--- src/rtl/bitonic_sort_iter_if.sv ---
// bitonic_sort_iter_if: key-vector handshake bundle.
// master drives vectors in and results out; slave is the sorter.
interface bitonic_sort_iter_if #(
  parameter int N      = 8,
  parameter int DATA_W = 16,
  parameter int IDX_W  = $clog2(N)
);
  logic                       in_valid;
  logic                       in_ready;
  logic [N-1:0][DATA_W-1:0]   in_data;
  logic                       descending;
  logic                       out_valid;
  logic                       out_ready;
  logic [N-1:0][DATA_W-1:0]   out_data;
  logic [N-1:0][IDX_W-1:0]    out_index;
  logic                       busy;

  modport master (
    output in_valid, in_data, descending, out_ready,
    input  in_ready, out_valid, out_data, out_index, busy
  );

  modport slave (
    input  in_valid, in_data, descending, out_ready,
    output in_ready, out_valid, out_data, out_index, busy
  );
endinterface

--- src/rtl/bitonic_sort_iter.sv ---
// bitonic_sort_iter: iterative bitonic sorter, one compare-exchange
// layer per cycle, with original-position tags carried alongside keys.
module bitonic_sort_iter #(
  parameter int N      = 8,
  parameter int DATA_W = 16,
  parameter int IDX_W  = $clog2(N),
  parameter int SIGNED = 0
) (
  input  logic             clk,
  input  logic             reset,
  bitonic_sort_iter_if.slave bus
);
  localparam int LW = $clog2(N);
  // k climbs to 2N after the final layer, so it needs two spare bits.
  localparam int KW = LW + 2;

  typedef enum logic [1:0] {IDLE, SORT, DONE} state_t;

  state_t                   state;
  logic [N-1:0][DATA_W-1:0] key, key_nx, out_data_q;
  logic [N-1:0][IDX_W-1:0]  idx, idx_nx, out_index_q;
  logic [KW-1:0]            k, j;
  logic                     dir;
  logic                     fin;

  // One compare-exchange layer over every (i, i^j) pair with l > i.
  always_comb begin
    key_nx = key;
    idx_nx = idx;
    for (int i = 0; i < N; i++) begin
      logic [LW-1:0] l;
      logic up, gt, lt;
      l  = LW'(i) ^ j[LW-1:0];
      up = ((i & int'(k)) == 0) ^ dir;
      if (SIGNED != 0) begin
        gt = $signed(key[i]) > $signed(key[l]);
        lt = $signed(key[i]) < $signed(key[l]);
      end else begin
        gt = key[i] > key[l];
        lt = key[i] < key[l];
      end
      if ((l > LW'(i)) && (up ? gt : lt)) begin
        key_nx[i] = key[l];
        key_nx[l] = key[i];
        idx_nx[i] = idx[l];
        idx_nx[l] = idx[i];
      end
    end
  end

  // Sequencer: accept, walk the (k,j) layers, publish, wait for handoff.
  always_ff @(posedge clk) begin
    if (reset) begin
      state       <= IDLE;
      key         <= '0;
      idx         <= '0;
      out_data_q  <= '0;
      out_index_q <= '0;
      k           <= '0;
      j           <= '0;
      dir         <= 1'b0;
      fin         <= 1'b0;
    end else begin
      unique case (state)
        IDLE: begin
          if (bus.in_valid) begin
            key <= bus.in_data;
            for (int i = 0; i < N; i++) idx[i] <= IDX_W'(i);
            dir   <= bus.descending;
            k     <= KW'(2);
            j     <= KW'(1);
            fin   <= 1'b0;
            state <= SORT;
          end
        end
        SORT: begin
          if (fin) begin
            out_data_q  <= key;
            out_index_q <= idx;
            fin         <= 1'b0;
            state       <= DONE;
          end else begin
            key <= key_nx;
            idx <= idx_nx;
            if (j == KW'(1)) begin
              if (k == KW'(N)) fin <= 1'b1;
              k <= k << 1;
              j <= k;
            end else begin
              j <= j >> 1;
            end
          end
        end
        DONE: begin
          if (bus.out_ready) state <= IDLE;
        end
        default: state <= IDLE;
      endcase
    end
  end

  assign bus.in_ready  = (state == IDLE) && !reset;
  assign bus.out_valid = (state == DONE);
  assign bus.busy      = (state != IDLE);
  assign bus.out_data  = out_data_q;
  assign bus.out_index = out_index_q;
endmodule
--- src/flat_wrapper.sv ---
// flat-port wrapper written by rule: the top's interface ports become plain ports
module bitonic_sort_iter_flat 
#(
  parameter int N      = 8,
  parameter int DATA_W = 16,
  parameter int IDX_W  = $clog2(N),
  parameter int SIGNED = 0
)
  (clk, reset, bus_in_valid, bus_in_data, bus_descending, bus_out_ready, bus_in_ready, bus_out_valid, bus_out_data, bus_out_index, bus_busy);
  bitonic_sort_iter_if #(.N(N), .DATA_W(DATA_W), .IDX_W(IDX_W)) bus_i ();
  input  logic clk;
  input  logic reset;
  input wire logic [$bits(bus_i.in_valid)-1:0] bus_in_valid;
  input wire logic [$bits(bus_i.in_data)-1:0] bus_in_data;
  input wire logic [$bits(bus_i.descending)-1:0] bus_descending;
  input wire logic [$bits(bus_i.out_ready)-1:0] bus_out_ready;
  output wire logic [$bits(bus_i.in_ready)-1:0] bus_in_ready;
  output wire logic [$bits(bus_i.out_valid)-1:0] bus_out_valid;
  output wire logic [$bits(bus_i.out_data)-1:0] bus_out_data;
  output wire logic [$bits(bus_i.out_index)-1:0] bus_out_index;
  output wire logic [$bits(bus_i.busy)-1:0] bus_busy;
  assign bus_i.in_valid = bus_in_valid;
  assign bus_i.in_data = bus_in_data;
  assign bus_i.descending = bus_descending;
  assign bus_i.out_ready = bus_out_ready;
  assign bus_in_ready = bus_i.in_ready;
  assign bus_out_valid = bus_i.out_valid;
  assign bus_out_data = bus_i.out_data;
  assign bus_out_index = bus_i.out_index;
  assign bus_busy = bus_i.busy;
  bitonic_sort_iter #(.N(N), .DATA_W(DATA_W), .IDX_W(IDX_W), .SIGNED(SIGNED)) u_core (.clk(clk), .reset(reset), .bus(bus_i));
endmodule
--- config.mk ---
export PLATFORM = sky130hd
export DESIGN_NAME = bitonic_sort_iter_flat
export DESIGN_NICKNAME = d
export VERILOG_FILES = /design/src/rtl/bitonic_sort_iter_if.sv /design/src/rtl/bitonic_sort_iter.sv /design/src/flat_wrapper.sv
export SDC_FILE = /design/constraint.sdc
export NUM_CORES = 2
export LEC_CHECK = 0
export CAP_MARGIN = 20
export CORE_ASPECT_RATIO = 1.1
export CORE_MARGIN = 2
export CORE_UTILIZATION = 38
export CTS_BUF_LIST = sky130_fd_sc_hd__clkbuf_4 sky130_fd_sc_hd__clkbuf_8
export CTS_CLUSTER_DIAMETER = 100
export DETAILED_ROUTE_END_ITERATION = 8
export GPL_ROUTABILITY_DRIVEN = 1
export GPL_TIMING_DRIVEN = 0
export PLACE_DENSITY = 0.64
export SLEW_MARGIN = 15
export SYNTH_ARGS = -nofsm -noshare
export SYNTH_HDL_FRONTEND = slang
export SYNTH_SLANG_ARGS = --single-unit
--- constraint.sdc ---
create_clock -name clk -period 9.29 [get_ports clk]
set_input_delay 1.858 -clock clk [delete_from_list [all_inputs] [get_ports clk]]
set_output_delay 1.858 -clock clk [all_outputs]
set_load 0.02 [all_outputs]
==> results.cfg <==
[grt]
grt_start_max_net_pins = 11
grt_pass1_wl_um = 260000
gr-usage-all-layers = 0.541
top_usage_layer = met2
use_met3 = 0.295
use_met2 = 0.721
grt_pass1_vias = 30400
grt_remaining_overflow = 0
use_met1 = 0.610
antenna_found_initial = 23

[timing]
worst_pin_slew_ns = 1.34
period_share = 0.950
fmax_mhz = 113
final.setup.tns_ns = 0
finalHoldViolations = 0
rsz0062_at_grt = false
report.final.slew_viol_count = 0
clock_skew_ns = 0.0371
slew-limit-headroom = 0.108
fin_crit_ns = 8.83
finalWorstSetupSlack_ns = 0.465
setup_violations = 0

[setup_path]
cp_slowest_cell = buf_1
cp_common_cell = buf_2
arrival_ns = 9.36
crit-reg2reg-capture = u_core.idx[13]
crit_required_ns = 9.82
rrSetupSlack_ns = 0.46
setup.worst_path.class = reg2reg
cpPeakStageDelay_ns = 1.00
critical_path.cell_chain = buf_2 -> buf_2 -> buf_2 -> buf_2 -> buf_1 -> mux4_2 -> mux2i_1 -> ha_1 -> a21oi_1 -> o21ai_0 -> o21ai_0 -> nand3_2 -> mux2i_1 -> nand2b_1 -> clkbuf_1 -> o22ai_1 -> o32ai_1
start_kind = register
rr_startpoint = u_core.j[1]
rr_worst_depth = 17
critPathMaxFanout = 10
crit_path_end_kind = register

[power]
p_sw_frac = 0.464
combPwrFrac = 0.408
peakVddDrop_mv = 0.145
seqPwrFrac = 0.297
p_per_area_nw_per_um2 = 175
p_int_mw = 2.99
clkPwrFrac = 0.294
netSwitchingPower_mw = 2.59
leakage_nw = 11.4

[finish]
fin_nets = 3814
register_area_um2 = 6350
multi_input_area_um2 = 18100
finalNonFillerCells = 4551
post-route-util = 0.470
fill_cells = 6877
area_growth_pct = 22.0
drive_above_1_share = 0.127

[floorplanning]
die_w_um = 254
core_um2 = 67900
start_util = 0.385
die_area_um2 = 71000
rows = 100
fp.dieH_um = 279
ioPinCount = 288

[clocking]
cts_hold_buf = 0
tritoncts = yes
clkLatencyLatePin_ns = 0.73
cts.repair.resized = 0
clock-sinks = 317
clock-root-buffer = clkbuf_8
htree_levels = 3
clkSlewWorstSetupHoldPaths_ns = 0.08
cts_buffers = 66
cts_setup_buffers = 0
clock_path_buffers = 3

[route]
drt_iter0_markers = 5898
first_pass_iters = 9
vias = 33200
viasPerCell = 7.30
ant_nets = 0
drc = 1
wl_per_cell_um = 43.0
routed_wl_um = 196000

[logic_synthesis]
yosys_warnings = 0
netlist_area_um2 = 26200
ys.flop_type = dfxtp_1
seq_area_frac_synth = 0.243
synthDistinctLibCells = 98
async_flop_share = 0
synth.avg_cell_area_um2 = 8.20
synth-edff-count = 0
syn-num-nets = 3434
synth_seq_cells = 317
synthCells = 3189

[hold_path]
min_to = u_core.bus.out_index[8]
min_from = u_core.bus.out_index[8]
worstHoldPathCells = 2
holdCritPathClass = reg2reg

[place]
place_inst = 4411
post-dp-hpwl_um = 150000
io_buffers = 287
post-place-ws_ns = 1.49
place_congestion = 1.14

[run]
drv_cap = 0

[run_status]
failed_checks = design-rule violations
status = finished with violations
## flip-flops by register name, summed over array words and instances, names as in the netlist
name	count
u_core.bus.out_index	24
u_core.j	5
u_core.dir	1
u_core.state	2
u_core.k	4
u_core.fin	1
u_core.bus.out_data	128
u_core.idx	24
u_core.key	128
## how the worst max path moves through the flow
stage | from | endpoint | slack [ns]
after floorplan | reset | bus_in_ready | 4.59
after global placement | u_core.j[1] | u_core.key[52] | 1.28
after detailed placement | u_core.j[1] | u_core.key[52] | 1.49
after CTS | u_core.j[1] | u_core.key[52] | 1.48
after global routing | u_core.j[1] | u_core.idx[13] | 0.78
final | u_core.j[1] | u_core.idx[13] | 0.46
## layout by cell type, fill, tap and decap left out, types with 18 or more instances in the layout
master / netlist / final
a211oi_1: 111 / 111
a21oi_1: 309 / 309
a22oi_1: 32 / 32
buf_1: 21 / 20
buf_2: 76 / 77
buf_6: 11 / 24
clkbuf_1: 262 / 243
clkbuf_2: 3 / 22
clkbuf_8: 0 / 78
clkdlybuf4s50_1: 0 / 287
dfxtp_1: 317 / 317
diode_2: 0 / 20
ha_1: 112 / 112
inv_1: 18 / 18
mux2i_1: 202 / 200
mux4_2: 137 / 137
nand2_1: 450 / 450
nand3_1: 57 / 57
nand4_1: 25 / 25
nor2_1: 197 / 196
nor2b_1: 31 / 30
nor3_1: 64 / 63
nor4_1: 23 / 22
o211ai_1: 27 / 27
o21a_1: 19 / 19
o21ai_0: 173 / 173
o221ai_1: 52 / 52
o22ai_1: 78 / 78
o32ai_1: 51 / 51
or3_1: 44 / 44
## layout make-up
type	count	area share
timing repair buffer	312	0.0991
tap	918	0.0360
multi-input combinational	2467	0.567
antenna	20	0.00157
clock buffer	94	0.0374
inverter	22	0.00259
clock inverter	18	0.00482
sequential	317	0.199
buffer	383	0.0527
## cell families (layout without fill, tap and decap cells)
family	after synthesis	in the layout	synth area share
AOI/OAI and AO/OA	1045	1045	0.268
xor gates and xnor gates	5	5	0.00167
adders and majority gates	112	112	0.0536
buffers and inverters	405	829	0.0665
DFF	317	317	0.243
muxes	360	360	0.205
other	0	20	0
and+or+nand+nor	945	945	0.162
## stage by stage
stage | area, um^2 | hold slack, ns | total power [mW]
floorplan | 26200 | 0.449 | 2.68
global placement | 30200 | 0.441 | 3.70
detailed placement | 30400 | 0.446 | 3.70
CTS | 31800 | 0.453 | 5.31
global route | 31900 | 0.467 | 5.60
finish | 31900 | 0.452 | 5.58
## synthesized netlist by cell type (23+ instances only)
cell type,count,area [um^2]
nand2_1,450,1690
dfxtp_1,317,6350
a21oi_1,309,1550
clkbuf_1,262,983
mux2i_1,202,2020
nor2_1,197,739
o21ai_0,173,866
mux4_2,137,3090
ha_1,112,1400
a211oi_1,111,833
o22ai_1,78,488
buf_2,76,380
nor3_1,64,320
nand3_1,57,285
o221ai_1,52,455
o32ai_1,51,447
or3_1,44,275
a22oi_1,32,240
nor2b_1,31,194
o211ai_1,27,203
nand4_1,25,156
nor4_1,23,144
## per-layer routing
metal | wire length (um) | up-vias
met5 | 433 | -
met4 | 22400 | 20
met3 | 31000 | 1078
met2 | 74200 | 3334
met1 | 67600 | 15900
li1 | - | 12900
## power groups by stage
| stage | registers (mW) | logic, mW | clock network [mW] |
|---|---|---|---|
| 4_1_cts | 1.63 | 2.05 | 1.63 |
| 3_5_place_dp | 1.66 | 2.04 | 0 |
| 3_3_place_gp | 1.66 | 2.04 | 0 |
| 6_report | 1.66 | 2.28 | 1.64 |
| 5_1_grt | 1.64 | 2.26 | 1.69 |
| 2_1_floorplan | 1.54 | 1.14 | 0 |
## worst max-delay path, delay by kind of cell, from the launching register on
family / cells / cell delay, ns
buffers and inverters: 6 / 3.40
AOI/OAI and AO/OA: 5 / 2.18
muxes: 3 / 1.37
and+or+nand+nor: 2 / 0.79
DFF: 1 / 0.61
adders and majority gates: 1 / 0.28
No activity file was read; power rests on OpenSTA's default activity.
